File: config.mk
export PLATFORM = sky130hd
export DESIGN_NAME = trb_mem_arbiter
export DESIGN_NICKNAME = d
export VERILOG_FILES = /design/src/rtl/trb_mem_arbiter.sv
export SDC_FILE = /design/constraint.sdc
export NUM_CORES = 1
export LEC_CHECK = 0
export CORE_ASPECT_RATIO = 0.9
export CORE_UTILIZATION = 38
export CTS_BUF_LIST = sky130_fd_sc_hd__clkbuf_4 sky130_fd_sc_hd__clkbuf_8
export DETAILED_ROUTE_END_ITERATION = 7
export GPL_ROUTABILITY_DRIVEN = 0
export PLACE_DENSITY_LB_ADDON = 0.3
export SYNTH_ARGS = -nofsm -noshare
export SYNTH_HDL_FRONTEND = slang
export SYNTH_SLANG_ARGS = --single-unit
File: constraint.sdc
create_clock -name CLK_I -period 3.3 [get_ports CLK_I]
set_input_delay 0.495 -clock CLK_I [delete_from_list [all_inputs] [get_ports CLK_I]]
set_output_delay 0.495 -clock CLK_I [all_outputs]
set_load 0.03 [all_outputs]
File: src/rtl/trb_mem_arbiter.sv
`default_nettype none
// ============================================================================
// Module : trb_mem_arbiter
// Brief  : Slot arbiter for the single-port trace buffer (trace vs host side)
// Rev    : 1.0
// ============================================================================
module trb_mem_arbiter #(
  parameter int TRB_WIDTH = 32,
  parameter int TRB_DEPTH = 16,
  parameter int PTR_W     = $clog2(TRB_DEPTH)
) (
  input  logic                 CLK_I,
  input  logic                 RST_NI,
  input  logic                 ENABLE_I,
  input  logic                 CLEAR_I,
  input  logic                 TRG_DELAYED_I,
  input  logic                 T_REQ_I,
  input  logic                 H_REQ_I,
  input  logic                 T_WRITE_I,
  input  logic                 H_WRITE_I,
  input  logic [PTR_W-1:0]     T_WRITE_PTR_I,
  input  logic [PTR_W-1:0]     H_WRITE_PTR_I,
  input  logic [PTR_W-1:0]     T_READ_PTR_I,
  input  logic [PTR_W-1:0]     H_READ_PTR_I,
  input  logic [TRB_WIDTH-1:0] T_DATA_I,
  input  logic [TRB_WIDTH-1:0] H_DATA_I,
  output logic                 T_TURN_O,
  output logic                 H_TURN_O,
  output logic                 T_WRITE_ALLOW_O,
  output logic                 H_WRITE_ALLOW_O,
  output logic                 T_READ_ALLOW_O,
  output logic                 H_READ_ALLOW_O,
  output logic [TRB_WIDTH-1:0] T_DATA_O,
  output logic [TRB_WIDTH-1:0] H_DATA_O,
  output logic                 T_VALID_O,
  output logic                 H_VALID_O,
  output logic                 MEM_EN_O,
  output logic                 MEM_WE_O,
  output logic [PTR_W-1:0]     MEM_ADDR_O,
  output logic [TRB_WIDTH-1:0] MEM_WDATA_O,
  input  logic [TRB_WIDTH-1:0] MEM_RDATA_I,
  output logic [PTR_W:0]       FILL_O
);

  localparam logic [1:0]   c_st_idle = 2'd0;
  localparam logic [1:0]   c_st_wr   = 2'd1;
  localparam logic [1:0]   c_st_rd   = 2'd2;
  localparam logic         c_side_t  = 1'b0;
  localparam logic         c_side_h  = 1'b1;
  localparam logic [PTR_W:0] c_full  = (PTR_W+1)'(TRB_DEPTH);
  localparam logic [PTR_W:0] c_one   = (PTR_W+1)'(1);

  logic [1:0]           state_q, state_d;
  logic                 owner_q, owner_d;
  logic                 pref_q, pref_d;
  logic [PTR_W:0]       fill_q, fill_d;
  logic                 rd_pend_q;
  logic                 rd_side_q;
  logic                 t_valid_q, h_valid_q;
  logic [TRB_WIDTH-1:0] t_data_q, h_data_q;

  logic                 w_active;
  logic                 w_t_wr_allow, w_t_rd_allow, w_h_wr_allow, w_h_rd_allow;
  logic [1:0]           w_req;
  logic                 w_own_write, w_own_wr_allow, w_own_rd_allow;
  logic [PTR_W-1:0]     w_own_wptr, w_own_rptr;
  logic [TRB_WIDTH-1:0] w_own_wdata;
  logic                 w_wr_grant, w_rd_grant;
  logic                 w_mem_en, w_mem_we;
  logic [PTR_W-1:0]     w_mem_addr;
  logic [TRB_WIDTH-1:0] w_mem_wdata;
  logic                 w_t_turn, w_h_turn;

  // Allows are held low while reset is asserted so every output reads zero.
  assign w_active     = ENABLE_I & RST_NI;
  assign w_t_wr_allow = w_active & (fill_q < c_full) & ~TRG_DELAYED_I;
  assign w_t_rd_allow = w_active;
  assign w_h_rd_allow = w_active & (fill_q != '0);
  assign w_h_wr_allow = w_active & TRG_DELAYED_I;

  assign w_req          = {H_REQ_I, T_REQ_I};
  assign w_own_write    = (owner_q == c_side_h) ? H_WRITE_I     : T_WRITE_I;
  assign w_own_wr_allow = (owner_q == c_side_h) ? w_h_wr_allow  : w_t_wr_allow;
  assign w_own_rd_allow = (owner_q == c_side_h) ? w_h_rd_allow  : w_t_rd_allow;
  assign w_own_wptr     = (owner_q == c_side_h) ? H_WRITE_PTR_I : T_WRITE_PTR_I;
  assign w_own_rptr     = (owner_q == c_side_h) ? H_READ_PTR_I  : T_READ_PTR_I;
  assign w_own_wdata    = (owner_q == c_side_h) ? H_DATA_I      : T_DATA_I;

  assign w_wr_grant = (state_q == c_st_wr) & w_own_write & w_own_wr_allow;
  assign w_rd_grant = (state_q == c_st_rd) & w_own_rd_allow;

  always_ff @(posedge CLK_I or negedge RST_NI) begin
    if (!RST_NI) begin
      state_q <= c_st_idle;
      owner_q <= c_side_t;
      pref_q  <= c_side_t;
    end else begin
      state_q <= state_d;
      owner_q <= owner_d;
      pref_q  <= pref_d;
    end
  end

  // A new slot is decided at IDLE or in the last cycle of the current slot.
  always_comb begin
    state_d = state_q;
    owner_d = owner_q;
    pref_d  = pref_q;
    case (state_q)
      c_st_wr: state_d = c_st_rd;
      default: begin
        state_d = c_st_idle;
        if (ENABLE_I) begin
          if (w_req[pref_q]) begin
            state_d = c_st_wr;
            owner_d = pref_q;
            pref_d  = ~pref_q;
          end else if (w_req[~pref_q]) begin
            state_d = c_st_wr;
            owner_d = ~pref_q;
            pref_d  = pref_q;
          end
        end
      end
    endcase
  end

  always_comb begin
    w_t_turn    = 1'b0;
    w_h_turn    = 1'b0;
    w_mem_en    = 1'b0;
    w_mem_we    = 1'b0;
    w_mem_addr  = '0;
    w_mem_wdata = '0;
    if (state_q != c_st_idle) begin
      w_t_turn = (owner_q == c_side_t);
      w_h_turn = (owner_q == c_side_h);
    end
    if (w_wr_grant) begin
      w_mem_en    = 1'b1;
      w_mem_we    = 1'b1;
      w_mem_addr  = w_own_wptr;
      w_mem_wdata = w_own_wdata;
    end else if (w_rd_grant) begin
      w_mem_en    = 1'b1;
      w_mem_addr  = w_own_rptr;
    end
  end

  always_comb begin
    fill_d = fill_q;
    if (CLEAR_I) begin
      fill_d = '0;
    end else if (w_wr_grant && (owner_q == c_side_t)) begin
      fill_d = fill_q + c_one;
    end else if (w_rd_grant && (owner_q == c_side_h)) begin
      fill_d = fill_q - c_one;
    end
  end

  // Memory returns data one cycle after the read; capture it the cycle after.
  always_ff @(posedge CLK_I or negedge RST_NI) begin
    if (!RST_NI) begin
      fill_q    <= '0;
      rd_pend_q <= 1'b0;
      rd_side_q <= c_side_t;
      t_valid_q <= 1'b0;
      h_valid_q <= 1'b0;
      t_data_q  <= '0;
      h_data_q  <= '0;
    end else begin
      fill_q    <= fill_d;
      rd_pend_q <= w_rd_grant;
      rd_side_q <= owner_q;
      t_valid_q <= rd_pend_q & (rd_side_q == c_side_t);
      h_valid_q <= rd_pend_q & (rd_side_q == c_side_h);
      if (rd_pend_q && (rd_side_q == c_side_t)) begin
        t_data_q <= MEM_RDATA_I;
      end
      if (rd_pend_q && (rd_side_q == c_side_h)) begin
        h_data_q <= MEM_RDATA_I;
      end
    end
  end

  assign T_TURN_O        = w_t_turn;
  assign H_TURN_O        = w_h_turn;
  assign T_WRITE_ALLOW_O = w_t_wr_allow;
  assign H_WRITE_ALLOW_O = w_h_wr_allow;
  assign T_READ_ALLOW_O  = w_t_rd_allow;
  assign H_READ_ALLOW_O  = w_h_rd_allow;
  assign T_DATA_O        = t_data_q;
  assign H_DATA_O        = h_data_q;
  assign T_VALID_O       = t_valid_q;
  assign H_VALID_O       = h_valid_q;
  assign MEM_EN_O        = w_mem_en;
  assign MEM_WE_O        = w_mem_we;
  assign MEM_ADDR_O      = w_mem_addr;
  assign MEM_WDATA_O     = w_mem_wdata;
  assign FILL_O          = fill_q;

endmodule
`default_nettype wire

==> results_tabular.tex, run 1 <==
\begin{tabular}{lr}
\hline
Metric & Value \\
\hline
\multicolumn{2}{l}{\textbf{Setup path}} \\
Peak per-stage delay on the critical path & 0.46 ns \\
CP max stage cell & sky130\_fd\_sc\_hd\_\_clkdlybuf4s50\_1 \\
Peak fanout along the critical path & 33 \\
Type of element capturing the critical path & primary output \\
Nature of the critical path startpoint & input pin \\
CP Cell Sequence & clkdlybuf4s50\_1, and4bb\_2, and2\_4, nor2\_8, inv\_2, o21ai\_2, o22ai\_1, buf\_4 \\
Path type of the worst setup path & input pin to primary output \\
Critical path data arrival time & 2.60 ns \\
Data required time of the critical path & 2.80 ns \\
\multicolumn{2}{l}{\textbf{Worst hold path}} \\
Worst min-delay path category & input pin to asynchronous set/reset pin \\
\multicolumn{2}{l}{\textbf{Final layout}} \\
Core occupancy in the finished layout & 67.1\% \\
Commonest non-fill, non-tap cell in the layout & sky130\_fd\_sc\_hd\_\_clkdlybuf4s50\_1 \\
Number of nets in the finished design & 656 \\
Share of post-route cells with drive strength above 1 & 19.9\% \\
Most frequent cells in the layout & sky130\_fd\_sc\_hd\_\_clkdlybuf4s50\_1 (227), sky130\_fd\_sc\_hd\_\_dfrtp\_1 (76), sky130\_fd\_sc\_hd\_\_mux2\_2 (66) \\
Final standard cell area without fillers & 6450 um2 \\
Synthesis-to-finish area growth & 72.0\% \\
\multicolumn{2}{l}{\textbf{Floorplan}} \\
I/O pin count & 236 \\
Die Outline Area & 10300 um2 \\
Effective utilization at floorplan & 39.0\% \\
Die outline height & 96.3 um \\
Die Width & 107 um \\
Rows & 34 \\
Standard cell core area & 9610 um2 \\
\multicolumn{2}{l}{\textbf{Timing}} \\
Final critical-path share of the clock period & 93.7\% \\
Final hold viol count & 0 \\
Final-layout setup total negative slack & 0 ns \\
Setup Viol. Count Final & 0 \\
Actual transition at the worst max-transition pin & 1.02 ns \\
Maximum clock frequency & 323 MHz \\
RSZ-0062 raised after global routing & no \\
Min cycle time layout & 3.09 ns \\
Worst-case clock skew & 0.00911 ns \\
Worst-case headroom to the max-slew limit & 32.1\% \\
Final-report max-slew violation count & 0 \\
\multicolumn{2}{l}{\textbf{Route}} \\
Average via count per standard cell & 4.92 \\
Detailed-routing iteration count for the pre-antenna-repair pass & 4 \\
First DRT Iteration DRCs & 131 \\
Total length of routed wires & 11.0 mm \\
Final routed wire length divided by cell count & 16.6 um \\
Final routed DRC violation total & 0 \\
Total number of vias & 3249 \\
Number of nets with antenna violations after routing & 0 \\
\multicolumn{2}{l}{\textbf{Power and ir drop}} \\
Total leakage power & 2.75 nW \\
Power spent charging and discharging nets & 1.83 mW \\
Combinational Power Share & 50.8\% \\
Switch share & 37.8\% \\
Peak supply drop & 0.467 mV \\
Portion of total power attributed to sequential cells & 31.9\% \\
Total power draw & 4.84 mW \\
Part of the total power dissipated in the clock network & 17.3\% \\
Cell-internal power & 3.01 mW \\
PwrDens & 749 nW/um2 \\
\multicolumn{2}{l}{\textbf{Placed design}} \\
Detail Placement HPWL & 8.36 mm \\
Placed inst area & 6200 um2 \\
Port Buf Inserts & 235 \\
\multicolumn{2}{l}{\textbf{Logic synthesis}} \\
Sequential area share after synthesis & 51.4\% \\
Area of the mapped netlist & 3750 um2 \\
Synthesized area per cell & 12.8 um2 \\
Synth async-reset ratio & 100\% \\
Fraction of the mapped netlist area in simple logic gates & 8.67\% \\
Distinct cell type count of the synthesized netlist & 40 \\
Largest family of logic cells by synthesized area & multiplexers \\
Number of instances in the synthesized netlist & 294 \\
Number of synthesized flops with an enable pin & 0 \\
Compound-Gate Fraction of Synth Area & 3.93\% \\
Fraction of synthesized area in multiplexers & 31.0\% \\
Leading register cell type out of synthesis & sky130\_fd\_sc\_hd\_\_dfrtp\_1 \\
Fraction of the mapped netlist area in adder cells & 1.87\% \\
Register bit total from synthesis & 77 \\
Synthesized netlist net count & 420 \\
Warnings from Yosys & 0 \\
Post-Synth XOR/XNOR Area & 0.467\% \\
\multicolumn{2}{l}{\textbf{CTS}} \\
CTS H-Tree Depth & 3 \\
Clk root buf & sky130\_fd\_sc\_hd\_\_clkbuf\_8 \\
Setup bufs post-CTS & 0 \\
Number of clock sinks & 77 \\
Clock latency reported for the late side of the worst-skew pair & 0.35 ns \\
CTS Buffer Depth & 2 \\
Clock tree from TritonCTS & built \\
Clock edge transition at the registers on the reported setup and hold paths & 0.07 ns \\
Post-cts resize count & 0 \\
Clock buffers created by TritonCTS & 9 \\
CTS Hold Buffers Added & 1 \\
\multicolumn{2}{l}{\textbf{Global route}} \\
Maximum number of pins on one net before global-route repair & 76 \\
Sum of overflow across all layers after global routing & 0 \\
Wire length of the first global-routing pass & 16.6 mm \\
Antenna violations before repair & 1 \\
Vias in the first global route & 3349 \\
GRT Util Overall & 21.5\% \\
\multicolumn{2}{l}{\textbf{Outcome}} \\
Result of the run & completed \\
\multicolumn{2}{l}{\textbf{Run}} \\
Maximum capacitance violations & 0 \\
\hline
\end{tabular}
[sequential cells by signal (all words and copies together), names as in the netlist]
signal     count
pref_q         1
state_q        2
rd_side_q      1
rd_pend_q      1
T_DATA_O      32
owner_q        1
H_DATA_O      32
H_VALID_O      1
FILL_O         5
T_VALID_O      1
[critical path: cells and delay by family]
| family | cells | cell delay, ns |
|---|---|---|
| AO/OA/AOI/OAI | 2 | 0.39 |
| buffers and inverters | 3 | 0.88 |
| AND/OR/NAND/NOR | 3 | 0.83 |
[power by group through the flow]
| stage | Clock [mW] | Sequential, mW | Combinational (mW) |
|---|---|---|---|
| after floorplan | 0 | 2.31 | 0.608 |
| after global placement | 0 | 1.54 | 2.43 |
| after detailed placement | 0 | 1.57 | 2.47 |
| after CTS | 0.860 | 1.55 | 2.48 |
| after global routing | 0.903 | 1.60 | 2.58 |
| final | 0.838 | 1.54 | 2.45 |
[kinds of logic (layout without fill, tap and decap cells)]
logic type,after synthesis,after routing
and+or+nand+nor,61,61
xor gates and xnor gates,2,2
other,0,1
AOI/OAI and AO/OA,20,20
muxes,108,108
DFF,77,77
buffers and inverters,21,261
adders and majority gates,5,5
[per-stage QoR]
stage	std cells	hold WS [ns]	setup slack (ns)
final	661	0.407	0.208
after global routing	660	0.506	0.0416
after CTS	660	0.451	0.209
after detailed placement	644	0.304	0.202
after global placement	644	0.303	0.243
after floorplan	294	0.199	0.524
[path summary, 6_finish.rpt]
check | startpoint | endpoint | slack (ns) | cells past startpoint
worst max-delay path | ENABLE_I | MEM_ADDR_O[1] | 0.21 | 8
worst min-delay path | RST_NI | H_DATA_O[1]$_DFFE_PN0P_ | 0.41 | 2
worst max register to register | FILL_O[4]$_DFFE_PN0P_ | FILL_O[4]$_DFFE_PN0P_ | 0.67 | 8
worst min register to register | pref_q$_DFFE_PN0P_ | pref_q$_DFFE_PN0P_ | 0.50 | 1
max in group asynchronous | RST_NI | owner_q$_DFFE_PN0P_ | 2.28 | 2
min in group CLK_I | pref_q$_DFFE_PN0P_ | pref_q$_DFFE_PN0P_ | 0.50 | 1
[Yosys cell counts (2+ instances only)]
master | number | area share (%)
sky130_fd_sc_hd__dfrtp_1 | 77 | 51
sky130_fd_sc_hd__mux2_2 | 66 | 20
sky130_fd_sc_hd__mux2i_1 | 41 | 11
sky130_fd_sc_hd__nor2_1 | 39 | 3.9
sky130_fd_sc_hd__clkbuf_1 | 8 | 0.80
sky130_fd_sc_hd__inv_1 | 5 | 0.50
sky130_fd_sc_hd__a21oi_1 | 4 | 0.53
sky130_fd_sc_hd__ha_1 | 4 | 1.3
sky130_fd_sc_hd__o22ai_1 | 4 | 0.67
sky130_fd_sc_hd__buf_1 | 3 | 0.30
sky130_fd_sc_hd__nand2_1 | 3 | 0.30
sky130_fd_sc_hd__nor2b_1 | 3 | 0.50
sky130_fd_sc_hd__a31oi_1 | 2 | 0.33
sky130_fd_sc_hd__and4bb_2 | 2 | 0.67
sky130_fd_sc_hd__buf_2 | 2 | 0.27
sky130_fd_sc_hd__nand3_1 | 2 | 0.27
sky130_fd_sc_hd__nand4b_1 | 2 | 0.47
sky130_fd_sc_hd__nor3_1 | 2 | 0.27
sky130_fd_sc_hd__o21a_1 | 2 | 0.40
sky130_fd_sc_hd__o21ai_2 | 2 | 0.47
sky130_fd_sc_hd__xnor2_1 | 2 | 0.47
[cell type report]
cell class,count,area (um2)
Clock inverter,6,113
Timing Repair Buffer,240,2370
Fill cell,755,3160
Antenna cell,1,2.50
Multi-Input combinational cell,196,1730
Inverter,6,22.5
Clock buffer,9,124
Sequential cell,77,1930
Tap cell,126,158
[layer usage]
layer	vias to the layer above	track usage, %	part of all wire (%)	wire, um
met5	-	0	0	0
met4	0	9.59	2.9	320
met3	20	7.99	9.1	998
met2	158	38.7	51	5620
met1	1547	22.5	37	4050
li1	1524	-	-	-
(Power assumes the default switching activity.)
==> run 2, diff against run 1 <==
- SETUP_SLACK_MARGIN: unset -> 0.02
==> results of run 2 <==
The final DEF is identical to that of run 1; final timing and power are the same.
